--- src/rtl/div_pkg.sv ---
// -----------------------------------------------------------------------------
// div_pkg
// Shared definitions for the iterative divider (seq_divider / div_step).
//   - DEFAULT_WIDTH : default divisor/quotient/remainder width
//   - div_state_e   : controller states IDLE -> CALC -> FIX -> DONE
//   - iter_count()  : number of CALC iterations for a given width
// Optional feature macro used by the divider: DIV_SIGNED_EN.
// -----------------------------------------------------------------------------
package div_pkg;

    localparam int DEFAULT_WIDTH = 4;

    typedef enum logic [1:0] {
        S_IDLE = 2'd0,
        S_CALC = 2'd1,
        S_FIX  = 2'd2,
        S_DONE = 2'd3
    } div_state_e;

    // One iteration per dividend bit.
    function automatic int iter_count(input int w);
        return 2 * w;
    endfunction

endpackage

--- src/rtl/div_step.sv ---
// -----------------------------------------------------------------------------
// div_step
// One combinational radix-2 restoring-division iteration on magnitudes.
// Ports:
//   rem_i  [WIDTH:0]     partial remainder in (top bit is the borrow guard)
//   quot_i [2*WIDTH-1:0] quotient accumulator in (unconsumed dividend bits
//                        sit in its upper part and shift into the remainder)
//   dv_i   [WIDTH-1:0]   divisor magnitude
//   rem_o, quot_o        state after shift / trial subtract / restore
// -----------------------------------------------------------------------------
module div_step #(
    parameter int WIDTH = 4
) (
    input  logic [WIDTH:0]     rem_i,
    input  logic [2*WIDTH-1:0] quot_i,
    input  logic [WIDTH-1:0]   dv_i,
    output logic [WIDTH:0]     rem_o,
    output logic [2*WIDTH-1:0] quot_o
);

    logic [WIDTH+1:0] shifted;
    logic [WIDTH+1:0] diff;
    logic             fits;

    always_comb begin
        shifted = {rem_i, quot_i[2*WIDTH-1]};
        diff    = shifted - {2'b00, dv_i};
        // Both operands are below 2^(WIDTH+1), so the top bit is a clean borrow.
        fits    = ~diff[WIDTH+1];
        if (fits) begin
            rem_o  = diff[WIDTH:0];
            quot_o = {quot_i[2*WIDTH-2:0], 1'b1};
        end else begin
            rem_o  = shifted[WIDTH:0];
            quot_o = {quot_i[2*WIDTH-2:0], 1'b0};
        end
    end

endmodule

--- src/rtl/seq_divider.sv ---
// -----------------------------------------------------------------------------
// seq_divider
// Iterative divider: 2*WIDTH-bit dividend / WIDTH-bit divisor -> WIDTH-bit
// quotient (truncated toward zero) and remainder (sign follows dividend).
// Restoring radix-2 on magnitudes, sign fix-up in one extra cycle.
// Macro DIV_SIGNED_EN: defined -> two's-complement operands/results;
//                      undefined -> unsigned, ovf = quotient >= 2^WIDTH.
// Ports:
//   clk, rst      clock, synchronous active-high reset
//   start         request, accepted only when idle and not in the done cycle
//   dividend      [2*WIDTH-1:0] operand, captured on acceptance
//   divisor       [WIDTH-1:0]   operand, captured on acceptance
//   busy          high from the cycle after acceptance until done
//   done          one-cycle pulse, results valid
//   quotient, remainder, ovf, dbz   results, held until the next done
// -----------------------------------------------------------------------------
module seq_divider
    import div_pkg::*;
#(
    parameter int WIDTH = DEFAULT_WIDTH
) (
    input  logic               clk,
    input  logic               rst,
    input  logic               start,
    input  logic [2*WIDTH-1:0] dividend,
    input  logic [WIDTH-1:0]   divisor,
    output logic               busy,
    output logic               done,
    output logic [WIDTH-1:0]   quotient,
    output logic [WIDTH-1:0]   remainder,
    output logic               ovf,
    output logic               dbz
);

    localparam int ITER  = iter_count(WIDTH);
    localparam int CNT_W = $clog2(ITER + 1);

    // Control state (reset)
    div_state_e         state_q, state_d;
    logic [CNT_W-1:0]   cnt_q, cnt_d;
    logic               done_q, done_d;
    logic [WIDTH-1:0]   quotient_q, quotient_d;
    logic [WIDTH-1:0]   remainder_q, remainder_d;
    logic               ovf_q, ovf_d;
    logic               dbz_q, dbz_d;

    // Working datapath (no reset; always loaded before use)
    logic [WIDTH:0]     rem_q, rem_d;
    logic [2*WIDTH-1:0] quot_q, quot_d;
    logic [WIDTH-1:0]   dv_q, dv_d;
    logic               dbz_w_q, dbz_w_d;
    logic               ovf_w_q, ovf_w_d;

    logic [WIDTH:0]     step_rem;
    logic [2*WIDTH-1:0] step_quot;

`ifdef DIV_SIGNED_EN
    localparam logic [2*WIDTH-1:0] HALF = (2*WIDTH)'(1) << (WIDTH - 1);

    logic sgn_dd_q, sgn_dd_d;
    logic sgn_dv_q, sgn_dv_d;
    logic q_neg;

    function automatic logic [2*WIDTH-1:0] neg_2w(input logic [2*WIDTH-1:0] v);
        return ~v + 1'b1;
    endfunction

    function automatic logic [WIDTH-1:0] neg_w(input logic [WIDTH-1:0] v);
        return ~v + 1'b1;
    endfunction

    assign q_neg = sgn_dd_q ^ sgn_dv_q;
`endif

    div_step #(.WIDTH(WIDTH)) u_step (
        .rem_i  (rem_q),
        .quot_i (quot_q),
        .dv_i   (dv_q),
        .rem_o  (step_rem),
        .quot_o (step_quot)
    );

    always_comb begin
        state_d     = state_q;
        cnt_d       = cnt_q;
        done_d      = 1'b0;
        quotient_d  = quotient_q;
        remainder_d = remainder_q;
        ovf_d       = ovf_q;
        dbz_d       = dbz_q;
        rem_d       = rem_q;
        quot_d      = quot_q;
        dv_d        = dv_q;
        dbz_w_d     = dbz_w_q;
        ovf_w_d     = ovf_w_q;
`ifdef DIV_SIGNED_EN
        sgn_dd_d    = sgn_dd_q;
        sgn_dv_d    = sgn_dv_q;
`endif
        case (state_q)
            S_IDLE: begin
                // done_q marks the done cycle, where a new start is ignored.
                if (start && !done_q) begin
                    cnt_d   = '0;
                    rem_d   = '0;
                    ovf_w_d = 1'b0;
                    if (divisor == '0) begin
                        // Raw dividend kept so FIX can return its low bits.
                        dbz_w_d = 1'b1;
                        quot_d  = dividend;
                        dv_d    = divisor;
                        state_d = S_FIX;
                    end else begin
                        dbz_w_d = 1'b0;
                        state_d = S_CALC;
`ifdef DIV_SIGNED_EN
                        sgn_dd_d = dividend[2*WIDTH-1];
                        sgn_dv_d = divisor[WIDTH-1];
                        // Most-negative values map to 2^(n-1), still exact unsigned.
                        quot_d   = dividend[2*WIDTH-1] ? neg_2w(dividend) : dividend;
                        dv_d     = divisor[WIDTH-1] ? neg_w(divisor) : divisor;
`else
                        quot_d   = dividend;
                        dv_d     = divisor;
`endif
                    end
                end
            end
            S_CALC: begin
                rem_d  = step_rem;
                quot_d = step_quot;
                if (cnt_q == CNT_W'(ITER - 1)) begin
                    state_d = S_FIX;
                end else begin
                    cnt_d = cnt_q + 1'b1;
                end
            end
            S_FIX: begin
                state_d = S_DONE;
                if (dbz_w_q) begin
                    quot_d  = '1;
                    rem_d   = {1'b0, quot_q[WIDTH-1:0]};
                    ovf_w_d = 1'b0;
                end else begin
`ifdef DIV_SIGNED_EN
                    quot_d  = q_neg ? neg_2w(quot_q) : quot_q;
                    // Negative results may reach -2^(WIDTH-1); positive ones stop one short.
                    ovf_w_d = q_neg ? (quot_q > HALF) : (quot_q >= HALF);
                    rem_d   = {1'b0, sgn_dd_q ? neg_w(rem_q[WIDTH-1:0]) : rem_q[WIDTH-1:0]};
`else
                    ovf_w_d = |quot_q[2*WIDTH-1:WIDTH];
`endif
                end
            end
            S_DONE: begin
                done_d      = 1'b1;
                quotient_d  = quot_q[WIDTH-1:0];
                remainder_d = rem_q[WIDTH-1:0];
                ovf_d       = ovf_w_q;
                dbz_d       = dbz_w_q;
                state_d     = S_IDLE;
            end
            default: state_d = S_IDLE;
        endcase
    end

    always_ff @(posedge clk) begin
        if (rst) begin
            state_q     <= S_IDLE;
            cnt_q       <= '0;
            done_q      <= 1'b0;
            quotient_q  <= '0;
            remainder_q <= '0;
            ovf_q       <= 1'b0;
            dbz_q       <= 1'b0;
        end else begin
            state_q     <= state_d;
            cnt_q       <= cnt_d;
            done_q      <= done_d;
            quotient_q  <= quotient_d;
            remainder_q <= remainder_d;
            ovf_q       <= ovf_d;
            dbz_q       <= dbz_d;
        end
    end

    always_ff @(posedge clk) begin
        rem_q   <= rem_d;
        quot_q  <= quot_d;
        dv_q    <= dv_d;
        dbz_w_q <= dbz_w_d;
        ovf_w_q <= ovf_w_d;
`ifdef DIV_SIGNED_EN
        sgn_dd_q <= sgn_dd_d;
        sgn_dv_q <= sgn_dv_d;
`endif
    end

    assign busy      = (state_q != S_IDLE);
    assign done      = done_q;
    assign quotient  = quotient_q;
    assign remainder = remainder_q;
    assign ovf       = ovf_q;
    assign dbz       = dbz_q;

endmodule

--- config.mk ---
export PLATFORM = sky130hd
export DESIGN_NAME = seq_divider
export DESIGN_NICKNAME = d
export VERILOG_FILES = /design/src/rtl/div_pkg.sv /design/src/rtl/div_step.sv /design/src/rtl/seq_divider.sv
export SDC_FILE = /design/constraint.sdc
export NUM_CORES = 1
export LEC_CHECK = 0
export ABC_AREA = 1
export BUFFER_PORTS_ARGS = -buffer_cell sky130_fd_sc_hd__clkbuf_2
export CAP_MARGIN = 20
export CORE_UTILIZATION = 55
export CTS_BUF_LIST = sky130_fd_sc_hd__clkbuf_4
export CTS_CLUSTER_SIZE = 40
export DETAILED_ROUTE_END_ITERATION = 12
export GPL_ROUTABILITY_DRIVEN = 0
export PLACE_DENSITY_LB_ADDON = 0.25
export SLEW_MARGIN = 20
export SYNTH_ARGS = -nofsm -noshare
export SYNTH_HDL_FRONTEND = slang
export SYNTH_HIERARCHICAL = 1
export SYNTH_SLANG_ARGS = --single-unit
export TNS_END_PERCENT = 10
--- constraint.sdc ---
create_clock -name clk -period 2.8 [get_ports clk]
set_input_delay 0.56 -clock clk [delete_from_list [all_inputs] [get_ports clk]]
set_output_delay 0.56 -clock clk [all_outputs]
set_load 0.005 [all_outputs]
==> metrics.txt <==
critical-path cell list inv_1 -> ha_1 -> inv_2 -> clkbuf_2; worst setup margin 812 ps; worst skew pair latency 350 ps; worst vdd ir 628 uV; outcome finished clean; CTS tree done; final slew viol count 0; share of cells above drive strength 1 20.5%; r2r setup slk 910 ps; worst r2r path cells 12; top-count cell post-synth nand2_1; Setup TNS 0 ps; Min Hold Slack 392 ps; hold path endpoint done; # resized after CTS 0; ANT nets after route 0; Gate Count Post-Synth 256; Core Util, Final 64.4%; detailed placement HPWL 2970 um; I/O pins 27; Async S/R FF share, synth 0%; Synthesized Nets 283; Die H 62.9 um; critical path's top delay family flip-flops; clock-pin slew on the worst setup and hold paths 110 ps; P_leak 1.07 nW; complex-gate fraction of the synthesized area 7.55%; Yosys top cell by area edfxtp_1; vias in the first global route 1465; core area 3440 um2; Hold Crit Class primary input to register; Synth Area per Inst 7.96 um2; Post-Synth Simple-Gate Area 29.7%; r2r startpoint quot_q[7]; Post-synth top cells 57 x nand2_1, 42 x nor2_1, 22 x inv_1; slowest cell on the critical path dfxtp_1; # diodes 0; Post-CTS Hold Buffers 0; IO buf count 26; Max Clk Rate 503 MHz; Place WS 915 ps; slowest stage delay, CP 430 ps; MaxCap Viol Count 0; routed length per instance 12.2 um; 1st-iter DRT viols 82; Via-to-Cell Ratio 5.01; # H-tree levels 2; XOR/XNOR Fraction of Synth Area 0.430%; Cell Area, Synth 2040 um2; die area 3950 um2; root buffer cell clkbuf_4; main area contributors after synthesis edfxtp_1 28%, dfxtp_1 17%, nand2_1 10%; Cell Pwr Density 1090 nW/um2; Via Count 1622; DRC viols 0; main combinational cell family by area after synthesis simple AND/OR/NAND/NOR gates; largest net degree at the start of global routing 18; drt pass-1 iters 4; Startpoint Class register; Post-CTS Setup Bufs 0; CP Capture Type output port; Layout area overhead 8.84%; Post-synth EDFFs 19; reg2reg end rem_q[4]; Hold Crit Depth 2; post-synthesis mux area share 0%; Seq cells post-synth 36; clock tree buffer depth 2; Tcrit/Tclk final 71.0%; CTS Buf Count 5; hold path startpoint rst; worst slew pin tran 634 ps; Die Wd 62.9 um; initial antenna violation count 0; NumNets Final 304; final-report setup violation count 0; fin crit period 1990 ps; CP Buf/Inv Count 3; top-area cell type share of the netlist area 28.0%; RSZ-0062 raised after global routing false; Pwr Total 0.00242 W; crit-path max FO 7; Required @ worst endpoint 2240 ps; post-synth cell types 24; crit path DAT 1430 ps; Final Hold Violating Endpoints 0; worst rel slew slack 57.7%; DRT Wirelength 3940 um; ys flop type edfxtp_1; row count 21; grt ovf 0; yosys warns 6; Max Clock Skew 11.4 ps; sequential share of the synthesized area 44.7%; Initial Utilization 59.2%; CTS Sinks 36; Adder-Cell Fraction of Synth Area 7.73%; first-pass GRT wire length 6690 um; GRT Util Overall 22.0%; Crit Path Category register to output port
## worst max path at each step
stage	from	end	slack, ps	cells past startpoint
global placement	quot_q[7]	rem_q[4]	940	12
detailed placement	quot_q[7]	rem_q[4]	920	12
global route	state_q[0]	busy	710	4
floorplan	state_q[0]	quot_q[0]	450	4
CTS	state_q[0]	busy	810	4
finish	state_q[0]	busy	810	4
## per-stage QoR
| stage | instance area (um2) | instances |
|---|---|---|
| 6_report | 2220 | 324 |
| 5_1_grt | 2220 | 324 |
| 4_1_cts | 2220 | 324 |
| 3_5_place_dp | 2140 | 316 |
| 3_3_place_gp | 2140 | 316 |
| 2_1_floorplan | 2040 | 256 |
## final cells by class
class                   instances  area [um2]
fillers                       315        1220
multi-input cells             178         925
flip-flops and latches         36         911
repair buffers                 27         138
inverters                      29         109
well taps                      46        57.6
clock inverters                 3        41.3
clock buffers                   5        37.5
## placed cells by master, fill, tap and decap left out, types with 2 or more instances in the layout
cell type / count
o21ai_1: 2
dfxtp_1: 17
ha_1: 11
a21oi_1: 16
nor2_1: 42
nand4_1: 3
edfxtp_1: 19
clkbuf_2: 26
nand2_1: 57
nand3_1: 16
nand4_2: 3
nor2_2: 5
clkbuf_4: 5
nand3_2: 2
nand2_2: 5
inv_2: 7
inv_1: 22
o21ai_0: 11
## registers in the layout, indices dropped and copies added (netlist names)
signal	count
dbz_w_q	1
remainder	4
dbz	1
quot_q	8
dv_q	4
state_q	2
cnt_q	4
done	1
ovf	1
ovf_w_q	1
quotient	4
rem_q	5
## layer usage
layer	up-vias	track usage [%]	part of all wire, %
met5	-	0	0
met4	0	6.98	1.2
met3	5	5.66	3.5
met2	31	36.0	47
li1	868	-	-
met1	718	28.0	48
## kinds of logic (layout without fill, tap and decap cells)
logic type	count (synthesis)	in the layout
AOI/OAI and AO/OA	30	30
xor gates and xnor gates	1	1
adders and majority gates	12	12
buffers and inverters	42	64
DFF	36	36
and+or+nand+nor	135	135
## power by group
group | total [W] | switching, W | internal [W]
registers | 0.000936 | 0.000144 | 0.000792
clock network | 0.000373 | 0.000186 | 0.000187
logic | 0.00111 | 0.000709 | 0.000401
Power figures use the tool's default switching activity.
